--- src/rtl/seq_borrow_lookahead_subtractor.sv ---
// Multi-cycle subtractor Diff = A - B - Bin. Each cycle resolves one CHUNK-bit slice with borrow lookahead.
// Optional macro SUB_SATURATE_EN clamps Diff_o to the signed extreme when overflow occurs.
module seq_borrow_lookahead_subtractor #(
  parameter int WIDTH = 16,
  parameter int CHUNK = 4
) (
  input  logic             clk_i,
  input  logic             rst_i,
  input  logic             valid_i,
  output logic             ready_o,
  input  logic [WIDTH-1:0] A_i,
  input  logic [WIDTH-1:0] B_i,
  input  logic             Bin_i,
  output logic             valid_o,
  input  logic             ready_i,
  output logic [WIDTH-1:0] Diff_o,
  output logic             Bout_o,
  output logic             Ovf_o,
  output logic             busy_o
);

  localparam int N  = WIDTH / CHUNK;
  localparam int CW = (N > 1) ? $clog2(N) : 1;

  // state | meaning
  // IDLE  | waiting for operands, ready_o high
  // CALC  | resolving slice cnt_q each cycle
  // DONE  | result held on outputs until downstream accepts
  typedef enum logic [1:0] {IDLE, CALC, DONE} state_t;

  state_t state, state_nxt;

  logic [WIDTH-1:0] a_q, b_q, part_q;
  logic             brw_q;
  logic [CW-1:0]    cnt_q;

  logic [CHUNK-1:0] sa, sb, g, p, d;
  logic [CHUNK:0]   bor;
  logic             last, accept, ovf_raw;
  logic             acc, t;
  logic [WIDTH-1:0] diff_raw, diff_fin;

  assign ready_o = (state == IDLE);
  assign valid_o = (state == DONE);
  assign busy_o  = (state != IDLE);
  assign accept  = valid_i && ready_o;
  assign last    = (cnt_q == CW'(N - 1));

  // Slice borrows expanded from the registered slice borrow-in rather than rippled.
  always_comb begin
    sa  = a_q[cnt_q*CHUNK +: CHUNK];
    sb  = b_q[cnt_q*CHUNK +: CHUNK];
    g   = ~sa & sb;
    p   = ~(sa ^ sb);
    bor = '0;
    acc = 1'b0;
    t   = 1'b0;
    bor[0] = brw_q;
    for (int j = 0; j < CHUNK; j++) begin
      acc = g[j];
      t   = p[j];
      for (int k = j - 1; k >= 0; k--) begin
        acc = acc | (t & g[k]);
        t   = t & p[k];
      end
      bor[j+1] = acc | (t & brw_q);
    end
    d       = sa ^ sb ^ bor[CHUNK-1:0];
    ovf_raw = bor[CHUNK-1] ^ bor[CHUNK];
    diff_raw = part_q;
    diff_raw[cnt_q*CHUNK +: CHUNK] = d;
  end

`ifdef SUB_SATURATE_EN
  always_comb begin
    diff_fin = diff_raw;
    if (ovf_raw)
      diff_fin = a_q[WIDTH-1] ? {1'b1, {(WIDTH-1){1'b0}}} : {1'b0, {(WIDTH-1){1'b1}}};
  end
`else
  always_comb begin
    diff_fin = diff_raw;
  end
`endif

  always_ff @(posedge clk_i or posedge rst_i) begin
    if (rst_i) state <= IDLE;
    else       state <= state_nxt;
  end

  always_comb begin
    state_nxt = state;
    case (state)
      IDLE:    if (accept) state_nxt = CALC;
      CALC:    if (last) state_nxt = DONE;
      DONE:    if (ready_i) state_nxt = IDLE;
      default: state_nxt = IDLE;
    endcase
  end

  always_ff @(posedge clk_i or posedge rst_i) begin
    if (rst_i) begin
      a_q    <= '0;
      b_q    <= '0;
      part_q <= '0;
      brw_q  <= 1'b0;
      cnt_q  <= '0;
      Diff_o <= '0;
      Bout_o <= 1'b0;
      Ovf_o  <= 1'b0;
    end else begin
      if (state == IDLE && accept) begin
        a_q   <= A_i;
        b_q   <= B_i;
        brw_q <= Bin_i;
        cnt_q <= '0;
      end else if (state == CALC) begin
        part_q <= diff_raw;
        brw_q  <= bor[CHUNK];
        if (last) begin
          Diff_o <= diff_fin;
          Bout_o <= bor[CHUNK];
          Ovf_o  <= ovf_raw;
        end else begin
          cnt_q <= cnt_q + CW'(1);
        end
      end
    end
  end

endmodule

--- config.mk ---
export PLATFORM = sky130hd
export DESIGN_NAME = seq_borrow_lookahead_subtractor
export DESIGN_NICKNAME = d
export VERILOG_FILES = /design/src/rtl/seq_borrow_lookahead_subtractor.sv
export SDC_FILE = /design/constraint.sdc
export NUM_CORES = 1
export LEC_CHECK = 0
export ABC_AREA = 1
export CORE_MARGIN = 1.5
export CORE_UTILIZATION = 35
export DETAILED_ROUTE_END_ITERATION = 12
export HOLD_SLACK_MARGIN = 0.05
export PLACE_DENSITY_LB_ADDON = 0.08
export SLEW_MARGIN = 30
export SYNTH_ARGS = -nofsm -noshare
export SYNTH_HDL_FRONTEND = slang
export SYNTH_SLANG_ARGS = --single-unit
export TNS_END_PERCENT = 20
--- constraint.sdc ---
create_clock -name clk_i -period 3.2 [get_ports clk_i]
set_input_delay 0.8 -clock clk_i [delete_from_list [all_inputs] [get_ports clk_i]]
set_output_delay 0.8 -clock clk_i [all_outputs]
set_load 0.02 [all_outputs]
==> results of run 1 <==
synth_stat cells, drive strengths merged, types with 5 or more instances:
| cell type | number | area, um2 |
|---|---|---|
| a21oi | 5 | 25.0 |
| buf | 8 | 51.3 |
| clkbuf | 6 | 22.5 |
| dfrtp | 71 | 1780 |
| ha | 10 | 125 |
| inv | 38 | 145 |
| nand2 | 200 | 751 |
| nand3 | 7 | 35.0 |
| nand4 | 5 | 31.3 |
| nor2 | 25 | 126 |
| o21ai | 38 | 190 |
| o22ai | 13 | 81.3 |
worst max-delay path by stage:
stage | endpoint | slack [ns]
2_1_floorplan | Bout_o | 0.60
3_3_place_gp | Diff_o[15] | 0.80
3_5_place_dp | part_q[15] | 0.76
4_1_cts | Diff_o[11] | 0.74
5_1_grt | Diff_o[7] | 0.40
6_report | part_q[7] | 0.77
cells in the final DEF (no fill, tap or decap):
cell and n:
clkdlybuf4s50_1 57, o211ai_1 1, inv_1 31, clkinv_1 1, buf_12 1, inv_4 1, xor2_1 1, o31ai_1 1
nand4_1 5, o22ai_1 13, ha_1 10, clkbuf_8 11, clkinv_2 1, inv_2 6, o21ai_1 15, nor3b_2 1
o21ai_0 23, bufinv_16 2, nor2_8 2, or2_0 1, buf_4 3, a21oi_1 5, clkbuf_1 2, fa_1 1
nand2_1 200, nand3_1 7, nor2_1 23, dfrtp_1 71
worst reg2reg max path, delay by kind of cell, from the launching register on:
family	cells	cell delay (ns)
simple gates	10	0.89
compound gates	2	0.29
fa+ha+maj	1	0.36
buf+inv	2	0.50
flops	1	0.33
layout make-up:
type,count,area (um2)
Sequential cell,71,1780
Fill cell,997,5020
Timing Repair Buffer,61,613
Tap cell,129,161
Inverter,39,149
Multi-Input combinational cell,309,1430
Clock buffer,13,159
Clock inverter,3,65.1
sequential cells by signal (all words and copies together) (netlist names):
signal	count
Diff_o	16
a_q	16
b_q	16
part_q	16
cnt_q	2
state	2
Bout_o	1
Ovf_o	1
brw_q	1
cell families after synthesis:
logic type	after synthesis	synth area share, %
adders and majority gates	11	4.24
AOI/OAI and AO/OA	58	9.09
and+or+nand+nor	239	28.1
DFF	71	51.8
xor gates and xnor gates	1	0.256
buffers and inverters	53	6.50
power by group through the flow:
stage / clock, mW / sequential, mW / combinational, mW
detailed placement: 0 / 1.50 / 2.42
CTS: 0.833 / 1.49 / 2.43
finish: 0.813 / 1.48 / 2.40
global route: 0.870 / 1.53 / 2.76
floorplan: 0 / 1.56 / 1.62
global placement: 0 / 1.50 / 2.39
through the flow:
step	area, um2	util (%)	instances	hold slack [ns]
2_1_floorplan	3430	-	433	0.444
3_3_place_gp	4130	44.0	609	0.463
3_5_place_dp	4130	44.0	609	0.465
4_1_cts	4350	46.4	625	0.485
5_1_grt	4350	46.4	625	0.512
6_report	4350	46.4	625	0.480
metal layers:
| layer | track usage (%) | part of all wire (%) | vias to the layer above |
|---|---|---|---|
| met5 | 0 | 0 | - |
| met4 | 7.38 | 2.1 | 0 |
| met3 | 2.94 | 3.2 | 13 |
| met2 | 27.3 | 46 | 61 |
| met1 | 23.1 | 49 | 1353 |
| li1 | - | - | 1477 |
==> summary.md, run 1 <==
| Metric | Value |
|---|---|
| Clock Power Share | 17.3% |
| Crit. End Element | flip-flop |
| Gate Count Post-Synth | 433 |
| Crit path depth | 15 |
| Setup bufs post-CTS | 0 |
| Max Root-Sink Buffers | 2 |
| Synthesized flop and latch total | 71 |
| Total track usage | 17.1% |
| Reg clk slew, reported paths | 0.07 ns |
| Clock buffers created by TritonCTS | 9 |
| RSZ-0062 raised after global routing | no |
| Gate power share | 51.2% |
| R2R depth | 15 |
| Cell Chain, Critical Path | buf_4 > clkinv_1 > o21ai_0 > o22ai_1 > ha_1 > nand2_1 > nand2_1 > nand2_1 > nand2_1 > nand2_1 > nand2_1 > nand4_1 > nand2_1 > nand2_1 > nand2_1 |
| P_sw | 2.06 mW |
| HPWL after detailed placement | 5450 um |
| Hold EP | Diff_o[2] |
| DRC violations left | 0 |
| Slew HR | 63.3% |
| DR iter-0 viols | 124 |
| Fin nets | 539 |
| Diode count | 0 |
| Pins over their slew limit | 0 |
| Yosys cell types | 25 |
| Syn avg cell area | 7.91 um2 |
| Synth warn | 0 |
| Layout cell share with drive strength beyond 1 | 5.65% |
| Drt pass-1 iters | 4 |
| Worst Path Arrival | 2.71 ns |
| Sequential group share of total power | 31.5% |
| Global placement routability congestion | 0.832 |
| IO Port Bufs | 57 |
| Routed WL | 7860 um |
| Leak Pwr | 2.18 nW |
| Most used cell, CP | nand2_1 |
| Largest net degree at the start of global routing | 72 |
| Post-Route Setup TNS | 0 ns |
| Finish-stage setup viols | 0 |
| Int Pwr | 2.63 mW |
| Worst reg2reg endpoint | part_q[7] |
| Vias in the first global route | 2,915 |
| Crit-path max cell delay | 0.36 ns |
| R2R Setup Slk | 0.77 ns |
| Layout overhead on the synthesized area | 27.0% |
| Detailed-route wire length per cell | 12.6 um |
| Seq/Total Area, Yosys | 51.8% |
| Crit start category | flip-flop |
| Worst hold stages | 2 |
| Tmin final | 2.43 ns |
| Initial antenna violation count | 0 |
| Clk_skew | 0.0102 ns |
| Post-cts resize count | 0 |
| Post-Syn Nets | 481 |
| Outcome | finished, final reports clean |
| Buf/Inv on CP | 2 |
| Power, Total | 4.70 mW |
| Die extent in y | 102 um |
| Max Freq | 0.411 GHz |
| Worst vdd ir | 0.000383 V |
| Worst Hold Class | reg -> reg |
| Die Area | 10,400 um2 |
| Vias | 2,904 |
| Commonest register cell after synthesis | dfrtp_1 |
| Final Hold Viols | 0 |
| Kind of cell adding the most delay to the critical path | simple AND/OR/NAND/NOR gates |
| Setup WS pre-CTS | 0.763 ns |
| Max-cap violations | 0 |
| Die width | 102 um |
| Clock Latency Late Sink | 0.34 ns |
| Slowest-stage cell, CP | ha_1 |
| Sw Ratio | 43.9% |
| Routed vias/inst | 4.65 |
| Post-synth EDFFs | 0 |
| CTS tree | built |
| Num ports | 58 |
| Starting Density | 36.6% |
| Crit Reg-Reg Startpoint | cnt_q[1] |
| H-tree depth | 3 |
| CTS Sinks | 71 |
| Root buf cell | clkbuf_8 |
| CORE AREA | 9370 um2 |
| First-pass GRT wire length | 13,800 um |
| Final Cycle Share | 76.0% |
| Setup ws final | 0.769 ns |
| Worst Tran Pin Value | 0.550 ns |
| Cts-stage hold buffer count | 0 |
| ANT nets after route | 0 |
| Largest fanout on the critical path | 12 |
| Worst Path Required | 3.48 ns |
| Hold Crit Start | Diff_o[2] |
| Critical path origin | cnt_q[1] |
| Synthesized area | 3430 um2 |
| Grt total ovfl | 0 |
| PwrDens | 1080 nW/um2 |
| Setup Crit Path Kind | reg -> reg |
| Asr flop ratio synth | 100% |
| Site Rows | 35 |
(Power assumes the default switching activity.)
==> run 2: changes to the inputs <==
==> constraint.sdc (replaced) <==
create_clock -name clk_i -period 2.13 [get_ports clk_i]
set_input_delay 0.5325 -clock clk_i [delete_from_list [all_inputs] [get_ports clk_i]]
set_output_delay 0.5325 -clock clk_i [all_outputs]
set_load 0.02 [all_outputs]
==> summary.md, run 2 (synthesized netlist as in run 1, its figures left out) <==
| Metric | Value |
|---|---|
| Slew HR | 75.1% |
| Global placement routability congestion | 0.826 |
| RSZ-0062 raised after global routing | yes |
| Violated checks | negative setup slack |
| Site Rows | 35 |
| Crit start category | flip-flop |
| Cells after DPL | 629 |
| Clock Latency Late Sink | 0.35 ns |
| Final Instance Area | 4900 um2 |
| Die extent in y | 102 um |
| Most common library cell in the layout ignoring fill and taps | nand2_1 |
| Drt pass-1 iters | 4 |
| Initial antenna violation count | 0 |
| Grt total ovfl | 0 |
| Cell Count, Final, Fillers Out | 655 |
| Die Area | 10,400 um2 |
| Crit-path max cell delay | 0.49 ns |
| Area after DPL | 4290 um2 |
| IO Port Bufs | 57 |
| Starting Density | 36.6% |
| Outcome | finished with violations |
| Largest net degree at the start of global routing | 28 |
| PwrDens | 1820 nW/um2 |
| Worst vdd ir | 0.000925 V |
| CORE AREA | 9370 um2 |
| First-pass GRT wire length | 13,900 um |
| CTS Sinks | 71 |
| Clock buffers created by TritonCTS | 9 |
| Post-Route Setup TNS | -0.0542 ns |
| FILL cells | 980 |
| Worst Tran Pin Value | 0.372 ns |
| Setup ws final | -0.0236 ns |
| Total track usage | 17.4% |
| DR iter-0 viols | 110 |
| Detailed-route wire length per cell | 12.9 um |
| Vias in the first global route | 2,967 |
| DRC violations left | 0 |
| Leak Pwr | 2.41 nW |
| HPWL after detailed placement | 5930 um |
| ANT nets after route | 0 |
| Layout cell share with drive strength beyond 1 | 21.3% |
| Clk_skew | 0.0108 ns |
| Root buf cell | clkbuf_8 |
| H-tree depth | 3 |
| Largest fanout on the critical path | 8 |
| Routed vias/inst | 4.59 |
| Kind of cell adding the most delay to the critical path | adder cells |
| Final Cycle Share | 101% |
| Worst Hold Class | reg -> reg |
| Slowest-stage cell, CP | fa_2 |
| Finish-stage setup viols | 6 |
| Worst Path Required | 2.40 ns |
| Die width | 102 um |
| CTS tree | built |
| Hold_ws | 0.479 ns |
| Max Freq | 0.464 GHz |
| Pins over their slew limit | 0 |
| Max Root-Sink Buffers | 2 |
| Max-cap violations | 0 |
| Diode count | 0 |
| Setup Crit Path Kind | reg -> reg |
| Vias | 3,008 |
| Most frequent cells in the layout | 187 x nand2_1, 69 x dfrtp_1, 54 x clkdlybuf4s50_1, 31 x inv_1, 25 x buf_4 |
| Cell Chain, Critical Path | buf_6 > buf_6 > nand2_1 > o21ai_4 > a21oi_4 > fa_2 > nor2_4 > nand2_2 > o22ai_2 > nand2_1 > o21ai_0 |
| Crit. End Element | flip-flop |
| Reg clk slew, reported paths | 0.07 ns |
| Num ports | 58 |
| Layout overhead on the synthesized area | 42.9% |
| Fin nets | 569 |
| Final Hold Viols | 0 |
| Tmin final | 2.15 ns |
| Routed WL | 8420 um |
| Worst Path Arrival | 2.42 ns |
| Cts-stage hold buffer count | 0 |
| Buf/Inv on CP | 2 |
[run 2: cell types whose count changed in the layout (fill, tap and decap cells not counted), moves of 4 or more]
cell,before,now
o22ai_2,0,10
buf_4,3,25
o21ai_0,23,13
o22ai_1,13,2
nor2_2,0,4
nand2_1,200,187
clkinvlp_4,0,4
nor2_1,23,17
o21ai_2,0,6
buf_6,0,7
nand2_2,0,11
[run 2: layout make-up]
cell class | instances | area [um2] | share of cell area, %
sequential | 71 | 1780 | 36.3
tap | 129 | 161 | 3.30
inverter | 39 | 161 | 3.30
multi-input combinational | 309 | 1700 | 34.7
clock buffer | 12 | 165 | 3.37
clock inverter | 4 | 52.6 | 1.07
timing repair buffer | 91 | 881 | 18.0
[run 2: layer usage]
metal,GRT usage (%),vias up,routed length (um)
met4,4.43,0,91
met2,30.0,45,4220
met5,0,-,0
met1,21.8,1416,3860
met3,4.65,7,253
li1,-,1540,-
[run 2: final timing paths]
kind                       depth (start not counted)  slack [ns]          to        from
hold / removal                                     2        0.48  Diff_o[15]  Diff_o[15]
max in group asynchronous                          3        1.15       Ovf_o       rst_i
setup reg to reg                                  11       -0.02   part_q[4]    cnt_q[0]
hold reg to reg                                    2        0.48  Diff_o[15]  Diff_o[15]
min in group asynchronous                          2        0.51    state[1]       rst_i
setup / recovery                                  11       -0.02   part_q[4]    cnt_q[0]
[run 2: per-stage QoR]
stage | total power [mW] | setup WS [ns] | utilization, %
5_1_grt | 9.61 | -0.150 | 52.3
3_5_place_dp | 6.41 | -0.165 | 45.8
4_1_cts | 8.10 | -0.00890 | 49.8
3_3_place_gp | 6.33 | -0.109 | 45.8
6_report | 8.90 | -0.0236 | 52.3
2_1_floorplan | 4.78 | -0.145 | -
[run 2: worst min-delay path: stages, from the launching register on]
cell and delay, ns:
dfrtp_1 0.34, nand2_1 0.05, nand2_1 0.06
[run 2: power by group]
part	switching, mW	total [mW]	internal [mW]
sequential	0.323	2.24	1.91
combinational	3.10	5.51	2.41
clock	0.523	1.16	0.637
total	3.94	8.90	4.96
[run 2: timing repair]
item | 4_1_cts | 5_1_grt
pin swaps | 17 | 30
endpoints found under the setup margin | 30 | 37
gates resized for setup | 36 | 50
buffers inserted | 6 | 4
gates cloned | 0 | 0
==> run 3: changes to the inputs <==
--- a/config.mk
+++ b/config.mk
@@ -7,7 +7,7 @@
 export LEC_CHECK = 0
 export ABC_AREA = 1
 export CORE_MARGIN = 1.5
-export CORE_UTILIZATION = 35
+export CORE_UTILIZATION = 45
 export DETAILED_ROUTE_END_ITERATION = 12
 export HOLD_SLACK_MARGIN = 0.05
 export PLACE_DENSITY_LB_ADDON = 0.08
==> summary.md, run 3 (synthesized netlist as in run 1, its figures left out) <==
| Metric | Value |
|---|---|
| Max-cap violations | 0 |
| Power, Total | 8.25 mW |
| Worst Path Required | 2.37 ns |
| Crit. End Element | flip-flop |
| Root buf cell | clkbuf_8 |
| Setup Crit Path Kind | reg -> reg |
| H-tree depth | 3 |
| Pins over their slew limit | 0 |
| Final Hold Viols | 0 |
| Vias in the first global route | 2,930 |
| Die Area | 8150 um2 |
| Detailed-route wire length per cell | 13.1 um |
| Worst hold stages | 2 |
| Tmin final | 2.22 ns |
| Most common library cell in the layout ignoring fill and taps | nand2_1 |
| Slowest-stage cell, CP | dfrtp_2 |
| DR iter-0 viols | 184 |
| Final Cycle Share | 104% |
| Finish-stage setup viols | 10 |
| DRC violations left | 0 |
| Most frequent cells in the layout | 190 x nand2_1, 68 x dfrtp_1, 54 x clkdlybuf4s50_1, 30 x inv_1, 20 x nor2_1 |
| Layout cell share with drive strength beyond 1 | 16.5% |
| Starting Density | 47.0% |
| Hold_ws | 0.480 ns |
| Int Pwr | 4.64 mW |
| Total track usage | 20.9% |
| Cell Count, Final, Fillers Out | 613 |
| Vias | 2,979 |
| Crit-path max cell delay | 0.46 ns |
| Slew HR | 65.0% |
| P_sw | 3.61 mW |
| Largest net degree at the start of global routing | 38 |
| Routed vias/inst | 4.86 |
| Site Rows | 31 |
| Global placement routability congestion | 0.926 |
| Outcome | finished with violations |
| Largest fanout on the critical path | 6 |
| Clock buffers created by TritonCTS | 9 |
| ANT nets after route | 0 |
| Diode count | 0 |
| Num ports | 58 |
| RSZ-0062 raised after global routing | yes |
| Clock Latency Late Sink | 0.36 ns |
| Final Instance Area | 4660 um2 |
| PwrDens | 1770 nW/um2 |
| Setup ws final | -0.0896 ns |
| CTS Sinks | 71 |
| Clk_skew | 0.00875 ns |
| Max Freq | 0.451 GHz |
| Cells after DPL | 593 |
| Sequential group share of total power | 27.6% |
| Die extent in y | 90.3 um |
| Reg clk slew, reported paths | 0.08 ns |
| Worst vdd ir | 0.000736 V |
| Initial antenna violation count | 0 |
| Grt total ovfl | 0 |
| Fin nets | 557 |
| Leak Pwr | 2.33 nW |
| Cell Chain, Critical Path | buf_6 > o21ai_0 > a21oi_1 > ha_1 > or2_0 > nand2_2 > nand2_2 > nand2_2 > nand2_4 > nand4_1 > nand2_1 > nand2_1 > nand2_1 |
| Routed WL | 8050 um |
| Area after DPL | 4220 um2 |
| Drt pass-1 iters | 4 |
| CTS tree | built |
| Die width | 90.3 um |
| Max Root-Sink Buffers | 2 |
| Gate power share | 57.5% |
| HPWL after detailed placement | 5490 um |
| First-pass GRT wire length | 13,400 um |
| Worst Path Arrival | 2.46 ns |
| CORE AREA | 7290 um2 |
| Setup WS pre-CTS | -0.124 ns |
| Violated checks | negative setup slack |
| Worst Hold Class | reg -> reg |
| IO Port Bufs | 57 |
| Worst Tran Pin Value | 0.524 ns |
| Crit start category | flip-flop |
| R2R depth | 13 |
| Sw Ratio | 43.8% |
| Layout overhead on the synthesized area | 35.9% |
| Clock Power Share | 14.9% |
## run 3: worst max-delay path, delay by kind of cell, from the launching register on
family          cells  cell delay, ns
simple gates        9            0.84
buf+inv             1            0.16
compound gates      2            0.32
flops               1            0.46
fa+ha+maj           1            0.32
## run 3: repair_timing
action	in CTS	in global routing
hold buffers	0	0
setup endpoints to repair	21	37
resized for setup	10	49
buffers inserted	0	2
pin swaps	1	20
cloned	0	2
hold endpoints to repair	0	0
## run 3: power groups by stage
stage / Sequential, mW / Clock [mW] / Combinational (mW)
final: 2.27 / 1.23 / 4.74
after global routing: 2.34 / 1.32 / 5.29
after CTS: 2.24 / 1.26 / 4.09
after detailed placement: 2.26 / 0 / 3.94
after global placement: 2.25 / 0 / 3.88
after floorplan: 2.34 / 0 / 2.43
## run 3: worst paths after layout
path / slack [ns] / end / from
max in group asynchronous: 1.06 / b_q[13] / rst_i
worst max register to register: -0.09 / Diff_o[7] / cnt_q[0]
worst min-delay path: 0.48 / Diff_o[0] / Diff_o[0]
min in group asynchronous: 0.56 / Diff_o[2] / rst_i
worst min register to register: 0.48 / Diff_o[0] / Diff_o[0]
worst max-delay path: -0.09 / Diff_o[7] / cnt_q[0]
## run 3: final cells by class
type,count,area (um2)
Fill cell,681,2640
Sequential cell,71,1780
Multi-Input combinational cell,309,1570
Timing Repair Buffer,78,788
Inverter,39,159
Clock buffer,11,151
Tap cell,99,124
Clock inverter,5,80.1
Timing Repair inverter,1,5.00
## run 3: metrics by stage
step	TNS, ns	util [%]
after CTS	-0.00586	61.5
final	-0.584	63.9
after floorplan	-1.43	-
after global placement	-0.284	57.9
after detailed placement	-1.04	57.9
after global routing	-2.58	63.9
## run 3: per-layer routing
metal | wire, um | global-route usage, % | vias to the layer above
met1 | 3520 | 25.3 | 1383
li1 | - | - | 1510
met5 | 0 | 0 | -
met4 | 173 | 9.52 | 0
met2 | 4040 | 35.4 | 66
met3 | 312 | 5.05 | 20
